### src/rtl/tsc_pkg.sv
// -----------------------------------------------------------------------------
// tsc_pkg
// Shared definitions for the event trigger block: counting-mode constants,
// FSM state encoding and a constant-evaluable ceil(log2) helper used to size
// the event counter.
// -----------------------------------------------------------------------------
package tsc_pkg;

  // Counting modes
  localparam int MODE_CUMUL  = 32'sd0;  // count every cycle cond is true
  localparam int MODE_CONSEC = 32'sd1;  // count consecutive cond cycles, restart on a gap
  localparam int MODE_EDGE   = 32'sd2;  // count rising edges of cond

  // FSM state encoding
  typedef enum logic [1:0] {
    ST_IDLE  = 2'd0,
    ST_COUNT = 2'd1,
    ST_FIRED = 2'd2
  } state_e;

  // ceil(log2(value)); returns 0 for value <= 1
  function automatic int unsigned clog2(input int unsigned value);
    int unsigned result;
    result = 32'd0;
    for (int i = 0; i < 31; i++) begin
      if ((32'd1 << i) < value) begin
        result = 32'(i) + 32'd1;
      end
    end
    return result;
  endfunction

endpackage

### src/rtl/tsc_cond_gen.sv
// -----------------------------------------------------------------------------
// tsc_cond_gen
// Reduces the masked condition channels to a single condition bit, keeps a
// one-cycle history of it (only advanced while enabled) and derives the
// per-cycle qualifying event according to the counting mode.
//
// Ports
//   clk      in   clock
//   rst_n    in   asynchronous active-low reset
//   i_en     in   history update enable
//   i_clr    in   synchronous clear of the condition history
//   i_mask   in   1 = channel participates
//   i_r      in   condition channel inputs
//   o_cond   out  combinational masked AND of participating channels
//   o_event  out  qualifying event for the selected mode
// -----------------------------------------------------------------------------
module tsc_cond_gen
  import tsc_pkg::*;
#(
  parameter int NUM_IN = 2,
  parameter int MODE   = MODE_CUMUL
) (
  input  logic              clk,
  input  logic              rst_n,
  input  logic              i_en,
  input  logic              i_clr,
  input  logic [NUM_IN-1:0] i_mask,
  input  logic [NUM_IN-1:0] i_r,
  output logic              o_cond,
  output logic              o_event
);

  logic w_cond;
  logic r_cond_q;

  // Unmasked channels are forced true for the AND; an all-zero mask never qualifies.
  assign w_cond = (|i_mask) & (&(i_r | ~i_mask));
  assign o_cond = w_cond;

  // Condition history, used by edge mode to spot a 0->1 transition
  always_ff @(posedge clk or negedge rst_n) begin
    if (!rst_n) begin
      r_cond_q <= 1'b0;
    end else if (i_clr) begin
      r_cond_q <= 1'b0;
    end else if (i_en) begin
      r_cond_q <= w_cond;
    end else begin
      r_cond_q <= r_cond_q;
    end
  end

  // Event selection per counting mode
  always_comb begin
    o_event = 1'b0;
    case (MODE)
      MODE_CUMUL:  o_event = w_cond;
      MODE_CONSEC: o_event = w_cond;
      MODE_EDGE:   o_event = w_cond & ~r_cond_q;
      default:     o_event = 1'b0;
    endcase
  end

endmodule

### src/rtl/tsc_event_trigger.sv
// -----------------------------------------------------------------------------
// tsc_event_trigger
// N-channel masked trigger condition qualified by a saturating event counter.
// The trigger fires once THRESHOLD qualifying events have been counted while
// armed; it then either holds until clr/reset (STICKY=1) or pulses for one
// cycle and re-arms with a cleared count (STICKY=0).
//
// Ports
//   clk        in   clock, all state on posedge
//   rst_n      in   asynchronous active-low reset
//   en         in   arm/count enable
//   clr        in   synchronous clear of count, trigger and condition history
//   mask       in   NUM_IN, 1 = channel participates
//   r          in   NUM_IN, condition channel inputs
//   trigger    out  registered trigger (state == FIRED)
//   armed      out  registered armed flag (state == COUNT)
//   hit_count  out  CNT_W, current event count, saturates at THRESHOLD
// -----------------------------------------------------------------------------
module tsc_event_trigger
  import tsc_pkg::*;
#(
  parameter int NUM_IN    = 2,
  parameter int THRESHOLD = 4,
  parameter int MODE      = MODE_CUMUL,
  parameter int STICKY    = 1,
  parameter int CNT_W     = (clog2(THRESHOLD + 1) < 32'd1) ? 32'd1 : int'(clog2(THRESHOLD + 1))
) (
  input  logic              clk,
  input  logic              rst_n,
  input  logic              en,
  input  logic              clr,
  input  logic [NUM_IN-1:0] mask,
  input  logic [NUM_IN-1:0] r,
  output logic              trigger,
  output logic              armed,
  output logic [CNT_W-1:0]  hit_count
);

  localparam logic [CNT_W-1:0] TH_C = CNT_W'(THRESHOLD);

  state_e           r_state;
  state_e           w_state_nxt;
  logic [CNT_W-1:0] r_cnt;
  logic [CNT_W-1:0] w_cnt_nxt;
  logic [CNT_W-1:0] w_cnt_inc;
  logic             r_trigger;
  logic             r_armed;
  logic             w_cond;
  logic             w_event;

  tsc_cond_gen #(
    .NUM_IN (NUM_IN),
    .MODE   (MODE)
  ) u_cond_gen (
    .clk     (clk),
    .rst_n   (rst_n),
    .i_en    (en),
    .i_clr   (clr),
    .i_mask  (mask),
    .i_r     (r),
    .o_cond  (w_cond),
    .o_event (w_event)
  );

  assign w_cnt_inc = r_cnt + CNT_W'(1'b1);

  // Next-state and next-count logic; clr overrides enable and any event
  always_comb begin
    w_state_nxt = r_state;
    w_cnt_nxt   = r_cnt;
    if (clr) begin
      w_state_nxt = ST_IDLE;
      w_cnt_nxt   = '0;
    end else begin
      case (r_state)
        ST_IDLE: begin
          // Arming cycle only; counting starts from the next cycle.
          if (en) begin
            w_state_nxt = ST_COUNT;
          end else begin
            w_state_nxt = ST_IDLE;
          end
        end
        ST_COUNT: begin
          if (!en) begin
            // Leave counting with the count frozen so a later re-arm resumes it.
            w_state_nxt = ST_IDLE;
          end else if (w_event) begin
            if (r_cnt >= TH_C) begin
              w_state_nxt = ST_FIRED;
              w_cnt_nxt   = TH_C;
            end else if (w_cnt_inc == TH_C) begin
              w_state_nxt = ST_FIRED;
              w_cnt_nxt   = w_cnt_inc;
            end else begin
              w_cnt_nxt   = w_cnt_inc;
            end
          end else if ((MODE == MODE_CONSEC) && !w_cond) begin
            w_cnt_nxt = '0;
          end else begin
            w_cnt_nxt = r_cnt;
          end
        end
        ST_FIRED: begin
          // Events are ignored here; the count stays saturated until re-arm.
          if (STICKY != 0) begin
            w_state_nxt = ST_FIRED;
          end else begin
            w_cnt_nxt = '0;
            if (en) begin
              w_state_nxt = ST_COUNT;
            end else begin
              w_state_nxt = ST_IDLE;
            end
          end
        end
        default: begin
          w_state_nxt = ST_IDLE;
          w_cnt_nxt   = '0;
        end
      endcase
    end
  end

  // State, counter and output registers; outputs decoded from next state so
  // they change on the same edge as the state
  always_ff @(posedge clk or negedge rst_n) begin
    if (!rst_n) begin
      r_state   <= ST_IDLE;
      r_cnt     <= '0;
      r_trigger <= 1'b0;
      r_armed   <= 1'b0;
    end else begin
      r_state   <= w_state_nxt;
      r_cnt     <= w_cnt_nxt;
      r_trigger <= (w_state_nxt == ST_FIRED);
      r_armed   <= (w_state_nxt == ST_COUNT);
    end
  end

  assign trigger   = r_trigger;
  assign armed     = r_armed;
  assign hit_count = r_cnt;

endmodule

### config.mk
export PLATFORM = sky130hd
export DESIGN_NAME = tsc_event_trigger
export DESIGN_NICKNAME = d
export VERILOG_FILES = /design/src/rtl/tsc_pkg.sv /design/src/rtl/tsc_cond_gen.sv /design/src/rtl/tsc_event_trigger.sv
export SDC_FILE = /design/constraint.sdc
export NUM_CORES = 1
export LEC_CHECK = 0
export BUFFER_PORTS_ARGS = -buffer_cell sky130_fd_sc_hd__buf_4
export CAP_MARGIN = 20
export CORE_AREA = 2 2 39 41
export CTS_CLUSTER_DIAMETER = 150
export DETAILED_ROUTE_END_ITERATION = 6
export DIE_AREA = 0 0 41 43
export PLACE_DENSITY_LB_ADDON = 0.3
export SLEW_MARGIN = 10
export SYNTH_ARGS = -nofsm -noshare
export SYNTH_HDL_FRONTEND = slang
export SYNTH_SLANG_ARGS = --single-unit
### constraint.sdc
create_clock -name clk -period 3.5 [get_ports clk]
set_input_delay 0.7 -clock clk [delete_from_list [all_inputs] [get_ports clk]]
set_output_delay 0.7 -clock clk [all_outputs]
set_load 0.05 [all_outputs]
==> impl_metrics.py <==
metrics = {
    "status": {
        "outcome": "finished, final reports clean",
    },
    "pwr": {
        "clockPowerShare_pct": 39.6,
        "p_sw_share_pct": 27.06,
        "max-vdd-ir-drop_mv": 0.1261,
        "seq_power_share_pct": 44.5,
        "power.density_nw_per_um2": 368.6,
        "p_switching_uw": 52.41,
        "leakagePower_uw": 0.0002586,
        "p_int_uw": 141.3,
        "power_frac_comb_pct": 15.8,
    },
    "global_routing": {
        "grt_util_all_layers_pct": 12.68,
        "grt_max_degree": 9,
        "antenna_found_initial": 0,
        "overflow": 0,
        "grt_pass1_wl_mm": 1.400,
        "grt_pass1_vias": 328,
    },
    "cts": {
        "root_buffer": "clkbuf_4",
        "postCtsSetupBuffers": 0,
        "hold_buffers": 0,
        "cts.sinks": 7,
        "cts_tree": "done",
        "h-tree-depth": 1,
        "clock_latency_ns": 0.25,
        "clkSlewWorstSetupHoldPaths_ns": 0.06,
        "cts_max_path_buffers": 2,
        "cts_buffers": 3,
        "ctsResizeCount": 0,
    },
    "floorplanning": {
        "fp.dieH_um": 43,
        "die-width_um": 41,
        "die-area_um2": 1763,
        "fp-row-count": 14,
        "io_pins": 13,
        "core_area_um2": 1384,
        "start_util_pct": 28.12,
    },
    "synth": {
        "synth-compound-area-share_pct": 12.86,
        "synthCells": 38,
        "syn_area_um2": 389.1,
        "synth_top_family_by_area": "simple AND/OR/NAND/NOR gates",
        "syn_area_per_cell_um2": 10.24,
        "yosysUniqueCellTypes": 16,
        "synth_fa_ha_area_share_pct": 9.646,
        "synth_seq_area_share_pct": 45.02,
        "ys_ff_latch": 7,
        "synth_nets": 49,
        "synth_mux_area_share_pct": 8.039,
        "synthXorXnorAreaFrac_pct": 0,
        "synthSimpleGateAreaFrac_pct": 20.58,
        "yosysWarnings": 0,
    },
    "sta": {
        "fin_tns_setup_ns": 0,
        "relSlewSlack_pct": 85.23,
        "post-route-min-period_ns": 1.611,
        "setup_viol": 0,
        "slew_viol_final": 0,
        "tightest_slew_ns": 0.2216,
        "fmax_mhz": 620.9,
        "fin_hold_ws_ns": 0.2464,
        "hold_viol": 0,
        "period_share_pct": 46.02,
        "finClkSkew_ns": 0.003608,
        "rsz0062_at_grt": "false",
    },
    "worst_setup_path": {
        "max_stage_delay_ns": 0.43,
        "worst-path-max-fanout": 5,
        "arrival_ns": 0.91,
        "crit_chain": "buf_4",
        "cp_slowest_cell": "dfrtp_1",
        "crit_required_ns": 2.80,
        "worstSetupPathType": "flop to primary output",
        "startpoint_type": "flop",
        "crit_path_start": "hit_count[2]",
        "cp_top_family": "flip-flops",
        "r2r_start": "r_state[0]",
        "critPathBufInv": 1,
        "setup.worst_path.end_class": "primary output",
    },
    "detailed_routing": {
        "ant_nets": 0,
        "vias_per_cell": 4.829,
        "route.detailed.drc": 0,
        "first_iter_violations": 11,
        "post_drt_wl_per_cell_um": 11.63,
        "finalWirelength_um": 814,
        "vias": 338,
        "dr.pass1.iters": 4,
    },
    "hold_path": {
        "hold_path_class": "input port to async pin",
    },
    "final_layout": {
        "layout-drive-gt1-share_pct": 29.63,
        "nFillCells": 140,
        "final_common_cell": "buf_4",
        "area_growth_pct": 35.05,
        "nets": 66,
        "antennaDiodeCount": 0,
        "mostFrequentLayoutCells": "12 x buf_4, 7 x dfrtp_1, 4 x inv_1, 4 x a21oi_1",
    },
    "placement": {
        "place.gp.congestion": 0.7671,
        "placement.io_buffers": 12,
        "hpwl_um": 615.7,
    },
    "flow_run": {
        "drv_cap": 0,
    },
}
power groups by stage:
| stage | clock (uW) | sequential [uW] | combinational (uW) |
|---|---|---|---|
| floorplan | 0 | 94.0 | 10.7 |
| global placement | 0 | 87.9 | 30.8 |
| detailed placement | 0 | 87.9 | 30.9 |
| CTS | 78.9 | 86.4 | 31.1 |
| global route | 85.2 | 87.2 | 34.0 |
| finish | 76.7 | 86.3 | 30.7 |
layer usage:
layer | wire length [um] | global-route usage, % | up-vias
met5 | 0 | 0 | -
met4 | 12 | 10.00 | 0
met3 | 51 | 4.712 | 2
met2 | 373 | 16.25 | 13
met1 | 377 | 16.18 | 159
li1 | - | - | 164
per-stage QoR:
step                      power (uW)  util [%]  std cells  area, um^2  worst slack (ns)
final                          193.7     37.97         70       525.5             1.889
after global routing           206.3     37.97         70       525.5             1.835
after CTS                      196.4     37.97         70       525.5             1.892
after detailed placement       118.8     36.08         66       499.2             1.761
after global placement         118.7     36.08         66       499.2             1.783
after floorplan                104.7         -         38       389.1             1.904
flip-flops by register name, indices dropped and copies added, names as in the netlist:
register / count
hit_count: 3
r_state: 2
armed: 1
trigger: 1
path summary, 6_finish.rpt:
path                           endpoint  slack (ns)  cells past startpoint
setup / recovery           hit_count[2]        1.89                      1
hold / removal             hit_count[0]        0.25                      1
setup reg to reg           hit_count[1]        2.07                      3
hold reg to reg            hit_count[1]        0.59                      2
max in group asynchronous         armed        3.13                      1
min in group clk           hit_count[1]        0.59                      2
cells by family (layout without fill, tap and decap cells):
family | after synthesis | after routing
adder cells (fa/ha/maj) | 3 | 3
AO/OA/AOI/OAI | 8 | 8
flip-flops | 7 | 7
multiplexers | 3 | 3
AND/OR/NAND/NOR | 13 | 13
buffers and inverters | 4 | 20
cells in the mapped netlist:
| library cell | number | area (um^2) |
|---|---|---|
| nand3b_1 | 1 | 7.510 |
| nor2_1 | 3 | 11.26 |
| a21o_1 | 1 | 7.510 |
| a21oi_1 | 4 | 20.02 |
| nand2b_1 | 3 | 18.77 |
| o2111ai_1 | 1 | 8.760 |
| mux2_2 | 1 | 11.26 |
| and3_1 | 3 | 18.77 |
| inv_1 | 4 | 15.01 |
| or3b_1 | 2 | 17.52 |
| dfrtp_1 | 7 | 175.2 |
| a31oi_1 | 1 | 6.260 |
| o211ai_1 | 1 | 7.510 |
| ha_1 | 3 | 37.54 |
| mux2i_1 | 2 | 20.02 |
| and2_1 | 1 | 6.260 |
final cells by class:
type,instances,area [um^2],area share (%)
repair buffers,12,90.09,17.14
inverters,4,15.01,2.857
flip-flops and latches,7,175.2,33.33
well taps,16,20.02,3.810
clock buffers,4,26.28,5.000
multi-input cells,27,198.9,37.86
No activity file was read; power rests on OpenSTA's default activity.
